===== config.mk =====
export PLATFORM = sky130hd
export DESIGN_NAME = video_scanout_controller
export DESIGN_NICKNAME = d
export VERILOG_FILES = /design/src/rtl/video_timing_pkg.sv /design/src/rtl/sync_delay_line.sv /design/src/rtl/video_scanout_controller.sv
export SDC_FILE = /design/constraint.sdc
export NUM_CORES = 1
export LEC_CHECK = 0
export ABC_AREA = 1
export BUFFER_PORTS_ARGS = -buffer_cell sky130_fd_sc_hd__buf_2
export CORE_ASPECT_RATIO = 0.6
export CORE_UTILIZATION = 60
export CTS_BUF_LIST = sky130_fd_sc_hd__clkbuf_8
export CTS_CLUSTER_DIAMETER = 40
export DETAILED_ROUTE_END_ITERATION = 10
export PLACE_DENSITY = 0.91
export SETUP_SLACK_MARGIN = 0.3
export SKIP_CTS_REPAIR_TIMING = 1
export SYNTH_ARGS = -nofsm -noshare
export SYNTH_HDL_FRONTEND = slang
export SYNTH_HIERARCHICAL = 1
export SYNTH_SLANG_ARGS = --single-unit

===== constraint.sdc =====
create_clock -name clk -period 3.6 [get_ports clk]
set_input_delay 0.36 -clock clk [delete_from_list [all_inputs] [get_ports clk]]
set_output_delay 0.36 -clock clk [all_outputs]
set_load 0.01 [all_outputs]

===== src/rtl/video_timing_pkg.sv =====
// Shared timing presets and sizing helpers for the scanout path.
package video_timing_pkg;

   typedef struct packed {
      int h_active;
      int h_fp;
      int h_sync;
      int h_bp;
      int v_active;
      int v_fp;
      int v_sync;
      int v_bp;
   } timing_t;

   localparam timing_t SVGA_800x600_60 =
      '{800, 40, 128, 88, 600, 1, 4, 23};
   localparam timing_t VGA_640x480_60 =
      '{640, 16, 96, 48, 480, 10, 2, 33};

   function automatic int color_bits(int r, int g, int b);
      return r + g + b;
   endfunction

   function automatic int cnt_width(int n);
      return (n < 2) ? 1 : $clog2(n);
   endfunction

endpackage


===== src/rtl/sync_delay_line.sv =====
// Fixed-depth shift register used to align sync/DE with returned colour.
module sync_delay_line #(
   parameter int WIDTH = 1,
   parameter int DEPTH = 1
) (
   input  logic             clk,
   input  logic             resetn,
   input  logic             flush,
   input  logic [WIDTH-1:0] din,
   output logic [WIDTH-1:0] dout
);

   logic [WIDTH-1:0] stage [DEPTH];

   always_ff @(posedge clk or negedge resetn) begin
      if (!resetn) begin
         for (int i = 0; i < DEPTH; i++) stage[i] <= '0;
      end else if (flush) begin
         for (int i = 0; i < DEPTH; i++) stage[i] <= '0;
      end else begin
         stage[0] <= din;
         for (int i = 1; i < DEPTH; i++) stage[i] <= stage[i-1];
      end
   end

   assign dout = stage[DEPTH-1];

endmodule


===== src/rtl/video_scanout_controller.sv =====
// Video timing + scaled framebuffer addressing with latency-aligned outputs.
// Define VIDEO_SCANOUT_TEST_PATTERN_EN to add the test_pattern colour-bar input.
module video_scanout_controller
   import video_timing_pkg::*;
#(
   parameter int H_ACTIVE   = SVGA_800x600_60.h_active,
   parameter int H_FP       = SVGA_800x600_60.h_fp,
   parameter int H_SYNC     = SVGA_800x600_60.h_sync,
   parameter int H_BP       = SVGA_800x600_60.h_bp,
   parameter int V_ACTIVE   = SVGA_800x600_60.v_active,
   parameter int V_FP       = SVGA_800x600_60.v_fp,
   parameter int V_SYNC     = SVGA_800x600_60.v_sync,
   parameter int V_BP       = SVGA_800x600_60.v_bp,
   parameter int SCALE_X    = 2,
   parameter int SCALE_Y    = 2,
   parameter int RD_LATENCY = 3,
   parameter bit HS_POL     = 1'b1,
   parameter bit VS_POL     = 1'b1,
   parameter int RED_BITS   = 4,
   parameter int GREEN_BITS = 4,
   parameter int BLUE_BITS  = 4
) (
   input  logic clk,
   input  logic resetn,
   input  logic enable,
`ifdef VIDEO_SCANOUT_TEST_PATTERN_EN
   input  logic test_pattern,
`endif
   output logic [cnt_width(H_ACTIVE/SCALE_X)-1:0] fb_rd_x,
   output logic [cnt_width(V_ACTIVE/SCALE_Y)-1:0] fb_rd_y,
   output logic fb_rd_en,
   input  logic [color_bits(RED_BITS, GREEN_BITS, BLUE_BITS)-1:0] color,
   output logic vga_hs,
   output logic vga_vs,
   output logic vga_de,
   output logic [RED_BITS-1:0]   vga_r,
   output logic [GREEN_BITS-1:0] vga_g,
   output logic [BLUE_BITS-1:0]  vga_b,
   output logic frame_start,
   output logic vblank
);

   localparam int H_TOTAL = H_ACTIVE + H_FP + H_SYNC + H_BP;
   localparam int V_TOTAL = V_ACTIVE + V_FP + V_SYNC + V_BP;
   localparam int HW  = cnt_width(H_TOTAL);
   localparam int VW  = cnt_width(V_TOTAL);
   localparam int XW  = cnt_width(H_ACTIVE / SCALE_X);
   localparam int YW  = cnt_width(V_ACTIVE / SCALE_Y);
   localparam int SXW = cnt_width(SCALE_X);
   localparam int SYW = cnt_width(SCALE_Y);
   localparam int CB  = color_bits(RED_BITS, GREEN_BITS, BLUE_BITS);

   localparam logic [HW-1:0] H_ACT  = HW'(H_ACTIVE);
   localparam logic [HW-1:0] HS_BEG = HW'(H_ACTIVE + H_FP);
   localparam logic [HW-1:0] HS_END = HW'(H_ACTIVE + H_FP + H_SYNC);
   localparam logic [HW-1:0] H_LAST = HW'(H_TOTAL - 1);
   localparam logic [VW-1:0] V_ACT  = VW'(V_ACTIVE);
   localparam logic [VW-1:0] VS_BEG = VW'(V_ACTIVE + V_FP);
   localparam logic [VW-1:0] VS_END = VW'(V_ACTIVE + V_FP + V_SYNC);
   localparam logic [VW-1:0] V_LAST = VW'(V_TOTAL - 1);
   localparam logic [SXW-1:0] SX_LAST = SXW'(SCALE_X - 1);
   localparam logic [SYW-1:0] SY_LAST = SYW'(SCALE_Y - 1);

   if (SCALE_X < 1 || SCALE_Y < 1) begin : g_bad_scale
      $error("SCALE_X and SCALE_Y must be >= 1");
   end
   if (H_ACTIVE % SCALE_X != 0 || V_ACTIVE % SCALE_Y != 0) begin : g_bad_div
      $error("active size must be a multiple of the scale factor");
   end
   if (RD_LATENCY < 1) begin : g_bad_lat
      $error("RD_LATENCY must be >= 1");
   end
   if (H_FP < 1 || H_SYNC < 1 || H_BP < 1 ||
       V_FP < 1 || V_SYNC < 1 || V_BP < 1) begin : g_bad_porch
      $error("porch and sync widths must be non-zero");
   end

   logic          run;
   logic [HW-1:0] h_cnt;
   logic [VW-1:0] v_cnt;
   logic [SXW-1:0] sx;
   logic [SYW-1:0] sy;
   logic [XW-1:0] x_cnt;
   logic [YW-1:0] y_cnt;

   logic h_act, v_act, h_last, v_last;
   logic active, hs_raw, vs_raw;

   assign h_act  = h_cnt < H_ACT;
   assign v_act  = v_cnt < V_ACT;
   assign h_last = h_cnt == H_LAST;
   assign v_last = v_cnt == V_LAST;
   assign active = run && h_act && v_act;
   assign hs_raw = run && h_cnt >= HS_BEG && h_cnt < HS_END;
   assign vs_raw = run && v_cnt >= VS_BEG && v_cnt < VS_END;

   assign fb_rd_en    = active;
   assign fb_rd_x     = active ? x_cnt : '0;
   assign fb_rd_y     = active ? y_cnt : '0;
   assign frame_start = run && h_cnt == '0 && v_cnt == '0;
   assign vblank      = !run || !v_act;

   // Stop is only honoured on the last clock of a frame.
   always_ff @(posedge clk or negedge resetn) begin
      if (!resetn) begin
         run   <= 1'b0;
         h_cnt <= '0;
         v_cnt <= '0;
         sx    <= '0;
         sy    <= '0;
         x_cnt <= '0;
         y_cnt <= '0;
      end else if (!run) begin
         run   <= enable;
         h_cnt <= '0;
         v_cnt <= '0;
         sx    <= '0;
         sy    <= '0;
         x_cnt <= '0;
         y_cnt <= '0;
      end else if (h_last) begin
         h_cnt <= '0;
         sx    <= '0;
         x_cnt <= '0;
         if (v_last) begin
            v_cnt <= '0;
            sy    <= '0;
            y_cnt <= '0;
            run   <= enable;
         end else begin
            v_cnt <= v_cnt + 1'b1;
            if (v_act) begin
               if (sy == SY_LAST) begin
                  sy    <= '0;
                  y_cnt <= y_cnt + 1'b1;
               end else begin
                  sy <= sy + 1'b1;
               end
            end
         end
      end else begin
         h_cnt <= h_cnt + 1'b1;
         if (active) begin
            if (sx == SX_LAST) begin
               sx    <= '0;
               x_cnt <= x_cnt + 1'b1;
            end else begin
               sx <= sx + 1'b1;
            end
         end
      end
   end

   logic d_act, d_hs, d_vs;

`ifdef VIDEO_SCANOUT_TEST_PATTERN_EN
   localparam int DW = 3 + XW;
   logic [XW-1:0] d_x;
   logic [2:0]    bar;
   logic [DW-1:0] d_in, d_out;
   assign d_in = {active, hs_raw, vs_raw, fb_rd_x};
   assign {d_act, d_hs, d_vs, d_x} = d_out;
   if (XW >= 3) begin : g_bar_msb
      assign bar = d_x[XW-1 -: 3];
   end else begin : g_bar_ext
      assign bar = 3'(d_x);
   end
`else
   localparam int DW = 3;
   logic [DW-1:0] d_in, d_out;
   assign d_in = {active, hs_raw, vs_raw};
   assign {d_act, d_hs, d_vs} = d_out;
`endif

   // Inputs are already inactive while stopped, so the line drains itself.
   sync_delay_line #(
      .WIDTH (DW),
      .DEPTH (RD_LATENCY)
   ) u_dly (
      .clk    (clk),
      .resetn (resetn),
      .flush  (1'b0),
      .din    (d_in),
      .dout   (d_out)
   );

   logic [RED_BITS-1:0]   pix_r;
   logic [GREEN_BITS-1:0] pix_g;
   logic [BLUE_BITS-1:0]  pix_b;

   always_comb begin
      pix_r = color[CB-1 -: RED_BITS];
      pix_g = color[BLUE_BITS +: GREEN_BITS];
      pix_b = color[0 +: BLUE_BITS];
`ifdef VIDEO_SCANOUT_TEST_PATTERN_EN
      if (test_pattern) begin
         pix_r = {RED_BITS{bar[2]}};
         pix_g = {GREEN_BITS{bar[1]}};
         pix_b = {BLUE_BITS{bar[0]}};
      end
`endif
   end

   always_ff @(posedge clk or negedge resetn) begin
      if (!resetn) begin
         vga_hs <= ~HS_POL;
         vga_vs <= ~VS_POL;
         vga_de <= 1'b0;
         vga_r  <= '0;
         vga_g  <= '0;
         vga_b  <= '0;
      end else begin
         vga_hs <= d_hs ? HS_POL : ~HS_POL;
         vga_vs <= d_vs ? VS_POL : ~VS_POL;
         vga_de <= d_act;
         vga_r  <= d_act ? pix_r : '0;
         vga_g  <= d_act ? pix_g : '0;
         vga_b  <= d_act ? pix_b : '0;
      end
   end

endmodule


==> results of run 1 <==
## power by group through the flow
| stage | Clock [mW] | Sequential (mW) | Combinational [mW] |
|---|---|---|---|
| floorplan | 0 | 0.894 | 0.257 |
| global placement | 0 | 0.916 | 0.343 |
| detailed placement | 0 | 0.920 | 0.359 |
| CTS | 0.596 | 0.910 | 0.371 |
| global route | 0.625 | 0.924 | 0.422 |
| finish | 0.588 | 0.915 | 0.373 |
## through the flow
step / total power [mW] / setup WS (ns) / cell area (um2)
3_3_place_gp: 1.26 / 1.36 / 3920
3_5_place_dp: 1.28 / 1.26 / 3920
5_1_grt: 1.97 / 0.703 / 4110
2_1_floorplan: 1.15 / 1.92 / 3650
4_1_cts: 1.88 / 0.889 / 4110
6_report: 1.88 / 0.840 / 4110
## area by class of cell
class | instances | share of cell area, %
well taps | 80 | 2.44
clock buffers | 9 | 3.02
repair buffers | 52 | 6.46
clock inverters | 7 | 1.52
multi-input cells | 336 | 38.2
inverters | 89 | 8.14
flip-flops and latches | 66 | 40.2
## worst paths after layout
check / to / slack, ns / start / cells past startpoint
worst max-delay path: fb_rd_en / 0.84 / run$_DFF_PN0_ / 5
worst min-delay path: v_cnt[1]$_DFFE_PN0P_ / 0.07 / resetn / 1
worst max register to register: x_cnt[3]$_DFFE_PN0P_ / 1.30 / run$_DFF_PN0_ / 6
worst min register to register: vga_hs$_DFF_PN0_ / 0.35 / u_dly/dout[1]$_DFF_PN0_ / 0
max in group asynchronous: x_cnt[0]$_DFFE_PN0P_ / 2.69 / resetn / 2
min in group clk: vga_b[2]$_DFF_PN0_ / 0.20 / color[2] / 3
## flip-flops by register name (all words and copies together), names as in the netlist, 3 cells and up
name         count
h_cnt           11
v_cnt           10
x_cnt            9
y_cnt            9
u_dly/stage      6
vga_b            4
vga_g            4
vga_r            4
u_dly/dout       3
## metal layers
layer  up-vias  track usage (%)  wire (um)
li1       1648                -          -
met1      1560             41.7       4010
met2       130             45.1       4100
met3        16             7.16        640
met4         0             6.87         77
met5         -                0          0
## cells in the mapped netlist (all sizes together)
cell type	number	share of area [%]
nand2	137	15
inv	89	9.1
nor2	84	9.0
dfrtp	66	45
nand3	43	6.7
o21ai	18	2.5
a21oi	13	1.8
nand4	12	2.1
buf	11	2.4
ha	8	2.7
nor3	7	0.96
nand3b	4	0.82
or2	4	0.68
clkbuf	3	0.31
nor4	2	0.34
a31oi	1	0.17
conb	1	0.10
o22ai	1	0.17
o31ai	1	0.21
## cells by family after synthesis
kind of cell / count (synthesis)
adders and majority gates: 8
DFF: 66
and+or+nand+nor: 293
AOI/OAI and AO/OA: 34
buffers and inverters: 103
other: 1
==> results.sh, run 1 <==
export IMPL_setup_violations=0
export IMPL_die_w_um=103
export IMPL_pwr_share_seq_pct=48.8
export IMPL_syn_nets=528
export IMPL_slew_headroom_pct=50.9
export IMPL_multi_input_area_um2=1570
export IMPL_hold_path_class="primary input to asynchronous set/reset pin"
export IMPL_cts_buffers=9
export IMPL_grt_pass1_wl_um=14200
export IMPL_skew_ns=0.00675
export IMPL_tritoncts="yes"
export IMPL_drive_gt1_share_pct=14.3
export IMPL_num_antenna_cells=0
export IMPL_dieArea_um2=6420
export IMPL_place_inst=623
export IMPL_synth_top_family_by_area="simple AND/OR/NAND/NOR gates"
export IMPL_vdd_ir_drop_max_v=0.000279
export IMPL_fin_crit_sh_pct=76.7
export IMPL_layout_nets=577
export IMPL_synth_cell_types=31
export IMPL_tightest_slew_ns=0.736
export IMPL_p_leak_nw=2.44
export IMPL_die_h_um=62.5
export IMPL_crit_path_top_delay_cell="dfrtp_1"
export IMPL_clkLatencyLatePin_ns=0.34
export IMPL_avgSynthCellArea_um2=7.24
export IMPL_grt_max_degree=32
export IMPL_stdcell_count=639
export IMPL_power_density_nw_per_um2=457
export IMPL_synth_adder_area_share_pct=2.74
export IMPL_maxCapViolations=0
export IMPL_post_route_drc_count=0
export IMPL_grt_pass1_vias=3022
export IMPL_firstDrtPassIters=7
export IMPL_period_minus_slack_ns=2.76
export IMPL_fmax_ghz=0.362
export IMPL_cp_arrival_ns=2.40
export IMPL_syn_area_um2=3650
export IMPL_fill_cells=477
export IMPL_fin_setup_tns_ns=0
export IMPL_final_common_cell="nand2_1"
export IMPL_rows=21
export IMPL_grt_usage_pct=29.2
export IMPL_max_stage_delay_ns=0.66
export IMPL_routabilityCongestion=0.898
export IMPL_crit_required_ns=3.24
export IMPL_ys_warn_count=6
export IMPL_ys_ff_latch=66
export IMPL_hpwl_um=6260
export IMPL_finish_utilization_pct=71.7
export IMPL_core_area_um2=5730
export IMPL_critical_path_buf_inv_count=3
export IMPL_cts_clk_slew_worst_paths_ns=0.07
export IMPL_via_per_inst=5.25
export IMPL_ff_latch_area_um2=1650
export IMPL_start_util_pct=63.8
export IMPL_synth_compound_area_share_pct=4.79
export IMPL_clock_sinks=66
export IMPL_critical_path_endpoint_type="output port"
export IMPL_vias=3354
export IMPL_hold_viol=0
export IMPL_syn_instance_count=505
export IMPL_status="finished, final reports clean"
export IMPL_crit_chain="inv_1 -> nor2_2 -> nand2_2 -> inv_1 -> buf_2"
export IMPL_h_tree_depth=3
export IMPL_wl_per_cell_um=13.8
export IMPL_io_buffers=50
export IMPL_clock_root_buffer="clkbuf_8"
export IMPL_cts_buffer_depth=2
export IMPL_drt_iter0_markers=329
export IMPL_switching_power_mw=0.611
export IMPL_crit_family="buffers and inverters"
export IMPL_grt_ovfl_total=0
export IMPL_worstSetupPathType="flop to output port"
export IMPL_intPower_mw=1.27
export IMPL_pin_count=51
export IMPL_synth_mux_area_share_pct=0
export IMPL_seq_area_frac_synth_pct=45.2
export IMPL_hold_ws_ns=0.0740
export IMPL_areaGrowthSynthToFinish_pct=12.4
export IMPL_antenna_found_initial=0
export IMPL_path_max_fanout=21
export IMPL_p_clk_share_pct=31.3
export IMPL_wl_um=8830
export IMPL_rsz0062_at_grt="no"
export IMPL_comb_power_share_pct=19.9
export IMPL_slew_viol_final=0
export IMPL_synth_xor_area_share_pct=0
export IMPL_synth_simple_area_share_pct=35.3
export IMPL_startpoint_type="flop"
export IMPL_crit_top_cell="inv_1"
export IMPL_p_sw_share_pct=32.6
export IMPL_most_common_layout_cells="nand2_1 (133), inv_1 (90), nor2_1 (81), dfrtp_1 (66), buf_2 (50)"
export IMPL_drtAntennaViolNets=0
No activity file was read; power rests on OpenSTA's default activity.
==> run 2: changes to the inputs <==
--- a/config.mk
+++ b/config.mk
@@ -8,11 +8,11 @@
 export ABC_AREA = 1
 export BUFFER_PORTS_ARGS = -buffer_cell sky130_fd_sc_hd__buf_2
 export CORE_ASPECT_RATIO = 0.6
-export CORE_UTILIZATION = 60
+export CORE_UTILIZATION = 54
 export CTS_BUF_LIST = sky130_fd_sc_hd__clkbuf_8
 export CTS_CLUSTER_DIAMETER = 40
 export DETAILED_ROUTE_END_ITERATION = 10
-export PLACE_DENSITY = 0.91
+export PLACE_DENSITY = 0.87
 export SETUP_SLACK_MARGIN = 0.3
 export SKIP_CTS_REPAIR_TIMING = 1
 export SYNTH_ARGS = -nofsm -noshare
==> constraint.sdc (replaced) <==
create_clock -name clk -period 2.4 [get_ports clk]
set_input_delay 0.24 -clock clk [delete_from_list [all_inputs] [get_ports clk]]
set_output_delay 0.24 -clock clk [all_outputs]
set_load 0.01 [all_outputs]
==> run 2 against run 1 <==
Die area grew 11%; via count is 2.5% higher; sequential power up 49%; non-clock buffer count increased by 12; critical path depth rose by 4; clock skew is 0.0017 ns lower; critical endpoint is now fb_rd_y[1]; largest cell class unchanged.
==> results.sh, run 2 (synthesis results as in run 1) <==
export IMPL_status="finished, final reports clean"
export IMPL_critical_path_endpoint_type="output port"
export IMPL_dieArea_um2=7110
export IMPL_grt_pass1_vias=3108
export IMPL_top_layer="met4"
export IMPL_via_per_inst=5.23
export IMPL_endpoint="fb_rd_y[1]"
export IMPL_h_tree_depth=3
export IMPL_crit_required_ns=2.16
export IMPL_hold_viol=0
export IMPL_fmax_ghz=0.495
export IMPL_cp_arrival_ns=1.78
export IMPL_crit_chain="inv_2 -> nand2_1 -> nand2_1 -> nand2_2 -> nor2_4 -> buf_12 -> nand2_4 -> nor2_1 -> buf_2"
export IMPL_cts_buffer_depth=2
export IMPL_most_common_layout_cells="nand2_1 (128), inv_1 (85), nor2_1 (79), dfrtp_1 (66), buf_2 (50)"
export IMPL_r2r_cells=10
export IMPL_path_max_fanout=5
export IMPL_clock_sinks=66
export IMPL_final_common_cell="nand2_1"
export IMPL_firstDrtPassIters=5
export IMPL_regToRegSetupSlack_ns=0.42
export IMPL_pwr_share_seq_pct=44.5
export IMPL_largest_reg_flops=11
export IMPL_vias=3439
export IMPL_areaGrowthSynthToFinish_pct=19.3
export IMPL_drive_gt1_share_pct=18.7
export IMPL_setup_violations=0
export IMPL_stdcell_count=657
export IMPL_layout_nets=591
export IMPL_wl_um=8970
export IMPL_startpoint="v_cnt[5]$_DFFE_PN0P_"
export IMPL_vdd_ir_drop_max_v=0.000383
export IMPL_power_density_nw_per_um2=703
export IMPL_p_clk_share_pct=37.4
export IMPL_slew_headroom_pct=64.6
export IMPL_core_area_um2=6330
export IMPL_rows=22
export IMPL_routabilityCongestion=0.974
export IMPL_grt_pass1_wl_um=14300
export IMPL_num_antenna_cells=0
export IMPL_grt_usage_pct=26.8
export IMPL_maxCapViolations=0
export IMPL_worstSetupPathType="flop to output port"
export IMPL_die_h_um=65.7
export IMPL_p_leak_nw=2.56
export IMPL_clkLatencyLatePin_ns=0.36
export IMPL_die_w_um=108
export IMPL_clock_root_buffer="clkbuf_8"
export IMPL_crit_path_top_delay_cell="dfrtp_1"
export IMPL_finish_utilization_pct=68.9
export IMPL_period_minus_slack_ns=2.02
export IMPL_antenna_found_initial=0
export IMPL_intPower_mw=2.12
export IMPL_pin_count=51
export IMPL_reg2reg_from="v_cnt[5]$_DFFE_PN0P_"
export IMPL_drtAntennaViolNets=0
export IMPL_drt_met1_wl_um=4200
export IMPL_post_route_drc_count=0
export IMPL_hpwl_um=6200
export IMPL_drt_iter0_markers=250
export IMPL_wl_per_cell_um=13.7
export IMPL_fin_crit_sh_pct=84.2
export IMPL_fin_setup_tns_ns=0
export IMPL_top_regs="h_cnt x11, v_cnt x10"
export IMPL_grt_max_degree=28
export IMPL_switching_power_mw=0.943
export IMPL_tightest_slew_ns=0.529
export IMPL_hold_path_class="primary input to flop"
export IMPL_fill_cells=534
export IMPL_p_sw_share_pct=30.8
export IMPL_cts_clk_slew_worst_paths_ns=0.07
export IMPL_io_buffers=50
export IMPL_grt_ovfl_total=0
export IMPL_met2_length_um=3880
export IMPL_startpoint_type="flop"
export IMPL_skew_ns=0.00508
export IMPL_start_util_pct=57.7
export IMPL_route_met3_wl_um=795
export IMPL_reg2reg_to="x_cnt[4]$_DFFE_PN0P_"
export IMPL_slew_viol_final=0
export IMPL_cts_buffers=9
export IMPL_place_inst=631
export IMPL_tritoncts="yes"
export IMPL_max_stage_delay_ns=0.45
export IMPL_rsz0062_at_grt="yes"
export IMPL_crit_top_cell="nand2_1"
export IMPL_regMostFlops="h_cnt"
export IMPL_comb_power_share_pct=18.2
run 2: cell types whose count changed in the layout (fill, tap and decap cells not counted), sizes merged:
cell / change
nand2: +2
clkinvlp: -1
buf: +11
inv: -1
dlygate4sd3: +1
bufinv: +2
run 2: metrics by stage:
stage / setup slack [ns] / hold WS, ns / power (mW) / instance area (um2)
after floorplan: 0.844 / -0.0556 / 1.73 / 3650
after global placement: 0.438 / 0.183 / 1.88 / 3960
after detailed placement: 0.420 / 0.191 / 1.91 / 3960
after CTS: 0.0913 / -0.203 / 3.06 / 4200
after global routing: 0.251 / 0.0521 / 3.24 / 4360
final: 0.379 / 0.0666 / 3.07 / 4360
run 2: layer usage:
layer / track usage [%] / vias up
li1: - / 1685
met2: 41.1 / 145
met5: 0 / -
met1: 35.0 / 1598
met3: 11.4 / 11
met4: 6.68 / 0
run 2: worst min path at each step:
| stage | from | end | slack, ns | cells after the start |
|---|---|---|---|---|
| after detailed placement | resetn | u_dly/stage[5]$_DFF_PN0_ | 0.19 | 1 |
| after global placement | resetn | vga_vs$_DFF_PN0_ | 0.18 | 1 |
| after CTS | resetn | vga_g[3]$_DFF_PN0_ | -0.20 | 1 |
| after floorplan | resetn | h_cnt[0]$_DFF_PN0_ | -0.06 | 0 |
| after global routing | color[6] | vga_g[2]$_DFF_PN0_ | 0.05 | 3 |
| final | enable | run$_DFF_PN0_ | 0.07 | 2 |
run 2: area by class of cell:
| cell class | instances | area, um2 | area share (%) |
|---|---|---|---|
| multi-input combinational | 338 | 1640 | 37.7 |
| clock inverter | 7 | 119 | 2.73 |
| sequential | 66 | 1650 | 37.9 |
| timing repair buffer | 64 | 383 | 8.78 |
| inverter | 89 | 334 | 7.66 |
| tap | 84 | 105 | 2.41 |
| clock buffer | 9 | 124 | 2.84 |
run 2: worst max-delay path: cells and delay by family (launching register included):
family	cells	cell delay (ns)
flip-flops	1	0.45
buffers and inverters	3	0.38
AND/OR/NAND/NOR	6	0.58
run 2: power groups by stage:
stage          Combinational (mW)  Clock (mW)  Sequential [mW]
3_5_place_dp                0.536           0             1.38
2_1_floorplan               0.385           0             1.34
6_report                    0.557        1.14             1.36
4_1_cts                     0.541        1.16             1.36
3_3_place_gp                0.515           0             1.37
5_1_grt                     0.639        1.22             1.38
==> run 3: changes to the inputs <==
--- a/config.mk
+++ b/config.mk
@@ -5,14 +5,14 @@
 export SDC_FILE = /design/constraint.sdc
 export NUM_CORES = 1
 export LEC_CHECK = 0
-export ABC_AREA = 1
+export ABC_AREA = 0
 export BUFFER_PORTS_ARGS = -buffer_cell sky130_fd_sc_hd__buf_2
 export CORE_ASPECT_RATIO = 0.6
-export CORE_UTILIZATION = 54
+export CORE_UTILIZATION = 59
 export CTS_BUF_LIST = sky130_fd_sc_hd__clkbuf_8
 export CTS_CLUSTER_DIAMETER = 40
 export DETAILED_ROUTE_END_ITERATION = 10
-export PLACE_DENSITY = 0.87
+export PLACE_DENSITY = 0.91
 export SETUP_SLACK_MARGIN = 0.3
 export SKIP_CTS_REPAIR_TIMING = 1
 export SYNTH_ARGS = -nofsm -noshare
==> constraint.sdc (replaced) <==
create_clock -name clk -period 2 [get_ports clk]
set_input_delay 0.2 -clock clk [delete_from_list [all_inputs] [get_ports clk]]
set_output_delay 0.2 -clock clk [all_outputs]
set_load 0.01 [all_outputs]
==> run 3 against run 2 <==
Critical path depth shrank 3; sequential share of layout area shrank 0.63 points; global-route usage grew 0.71 points; worst hold slack lost 0.044 ns; critical endpoint is now fb_rd_x[4]; clock power grew 11%; highest routed layer unchanged; the run now ends with design-rule violations, negative setup slack left; largest power group unchanged; area after synthesis shrank 11%.
==> results.sh, run 3 <==
export IMPL_avgSynthCellArea_um2=10.0
export IMPL_yosysMostFrequentCell="dfrtp_1"
export IMPL_grt_max_degree=46
export IMPL_crit_required_ns=1.80
export IMPL_areaGrowthSynthToFinish_pct=36.7
export IMPL_synth_top_area_share_pct=50.8
export IMPL_vdd_ir_drop_max_v=0.000498
export IMPL_antenna_found_initial=0
export IMPL_drt_iter0_markers=294
export IMPL_regMostFlops="h_cnt"
export IMPL_startpoint_type="flop"
export IMPL_fin_setup_tns_ns=-4.23
export IMPL_start_util_pct=62.7
export IMPL_grt_pass1_wl_um=11900
export IMPL_place_area_um2=3780
export IMPL_crit_path_top_delay_cell="dfrtp_1"
export IMPL_seq_area_frac_synth_pct=50.8
export IMPL_post_route_drc_count=10
export IMPL_synth_cell_types=46
export IMPL_firstDrtPassIters=9
export IMPL_intPower_mw=2.08
export IMPL_grt_usage_pct=27.6
export IMPL_pin_count=51
export IMPL_status="complete, but fails checks"
export IMPL_synth_area_leaders="dfrtp_1 (51%), and2_1 (6.4%), nand2_1 (3.4%)"
export IMPL_slew_headroom_pct=63.0
export IMPL_cp_arrival_ns=2.02
export IMPL_setup_violations=25
export IMPL_clock_root_buffer="clkbuf_8"
export IMPL_p_leak_nw=2.17
export IMPL_dieArea_um2=5820
export IMPL_drive_gt1_share_pct=37.6
export IMPL_cts_buffer_depth=2
export IMPL_io_buffers=50
export IMPL_synth_edf_count=0
export IMPL_crit_chain="and2_2 -> a2111oi_4 -> buf_4 -> clkbuf_16 -> and2_4 -> buf_6"
export IMPL_slew_viol_final=0
export IMPL_syn_instance_count=325
export IMPL_rsz0062_at_grt="yes"
export IMPL_grt_pass1_vias=2393
export IMPL_cts_buffers=9
export IMPL_most_common_layout_cells="dfrtp_1 (63), buf_2 (31), buf_4 (30), nand2_1 (26), buf_6 (25)"
export IMPL_die_w_um=97.8
export IMPL_path_max_fanout=10
export IMPL_num_antenna_cells=0
export IMPL_clkLatencyLatePin_ns=0.36
export IMPL_top_regs="h_cnt x11, v_cnt x10"
export IMPL_pwr_share_seq_pct=50.2
export IMPL_period_minus_slack_ns=2.22
export IMPL_fin_crit_sh_pct=111
export IMPL_grt_ovfl_total=0
export IMPL_via_per_inst=6.11
export IMPL_tightest_slew_ns=0.555
export IMPL_clock_sinks=66
export IMPL_ys_ff_latch=66
export IMPL_stdcell_count=489
export IMPL_hpwl_um=5270
export IMPL_largest_reg_flops=11
export IMPL_wl_per_cell_um=18.2
export IMPL_maxCapViolations=0
export IMPL_finish_utilization_pct=85.8
export IMPL_vias=2990
export IMPL_routabilityCongestion=0.956
export IMPL_yosys_area_top_type="dfrtp_1"
export IMPL_fmax_ghz=0.451
export IMPL_ys_async_sr_fraction_pct=100
export IMPL_core_area_um2=5180
export IMPL_die_h_um=59.5
export IMPL_synth_flop_cell="dfrtp_1"
export IMPL_critical_path_buf_inv_count=3
export IMPL_regToRegSetupSlack_ns=-0.13
export IMPL_max_stage_delay_ns=0.41
export IMPL_p_clk_share_pct=47.4
export IMPL_place_inst=453
export IMPL_crit_family="buffers and inverters"
export IMPL_layout_nets=441
export IMPL_cts_clk_slew_worst_paths_ns=0.08
export IMPL_hold_viol=0
export IMPL_p_sw_share_pct=22.5
export IMPL_worstSetupPathType="flop to output port"
export IMPL_synth_common_cells="dfrtp_1 (66), and2_1 (33), nand2_1 (29)"
export IMPL_switching_power_mw=0.605
export IMPL_ys_warn_count=6
export IMPL_syn_area_um2=3250
export IMPL_critical_path_endpoint_type="output port"
export IMPL_tritoncts="yes"
export IMPL_worst_slack_ns=-0.215
export IMPL_comb_power_share_pct=2.4
export IMPL_rows=20
export IMPL_hold_path_class="primary input to flop"
export IMPL_drtAntennaViolNets=0
export IMPL_fin_area_um2=4440
export IMPL_power_density_nw_per_um2=604
export IMPL_final_common_cell="dfrtp_1"
export IMPL_place_ws_ns=0.0462
export IMPL_violations="design-rule violations, negative setup slack"
export IMPL_wl_um=8920
export IMPL_skew_ns=0.0101
export IMPL_h_tree_depth=3
-- run 3: routing by layer --
metal,track usage (%),wire length (um),vias up
li1,-,-,1307
met4,9.31,209,0
met3,11.0,917,46
met2,38.3,4030,206
met5,4.27,0,-
met1,38.8,3770,1431
-- run 3: metrics by stage --
| step | hold slack [ns] | power [mW] |
|---|---|---|
| final | 0.0224 | 2.68 |
| after global routing | 0.0304 | 2.75 |
| after CTS | -0.169 | 2.69 |
| after detailed placement | 0.212 | 1.44 |
| after global placement | 0.208 | 1.43 |
| after floorplan | -0.0956 | 1.39 |
-- run 3: cell type report --
cell class	instances	area, um2
clock buffer	9	124
clock inverter	7	100
fill	240	737
inverter	7	31.3
multi-input combinational	243	1690
sequential	66	1660
tap	66	82.6
timing repair buffer	91	757
-- run 3: path summary, 6_finish.rpt --
kind | from | endpoint | depth (start not counted)
setup / recovery | v_cnt[9]$_DFFE_PN0P_ | fb_rd_x[4] | 6
hold / removal | enable | run$_DFF_PN0_ | 2
setup reg to reg | h_cnt[7]$_DFF_PN0_ | y_cnt[4]$_DFFE_PN0P_ | 5
hold reg to reg | u_dly/dout[0]$_DFF_PN0_ | vga_vs$_DFF_PN0_ | 0
max in group asynchronous | resetn | h_cnt[7]$_DFF_PN0_ | 3
min in group asynchronous | resetn | v_cnt[6]$_DFFE_PN0P_ | 2
-- run 3: cells by family after synthesis --
logic type                 share of synthesized area (%)
buffers and inverters                               3.62
xor gates and xnor gates                            4.85
adders and majority gates                           3.08
muxes                                              0.616
other                                              0.115
AOI/OAI and AO/OA                                   11.1
DFF                                                 50.8
and+or+nand+nor                                     25.8
-- run 3: power by group through the flow --
stage / Sequential [mW] / Combinational, mW / Clock, mW
2_1_floorplan: 1.38 / 0.0103 / 0
3_3_place_gp: 1.37 / 0.0609 / 0
3_5_place_dp: 1.37 / 0.0635 / 0
4_1_cts: 1.35 / 0.0634 / 1.28
5_1_grt: 1.35 / 0.0728 / 1.33
6_report: 1.35 / 0.0646 / 1.27
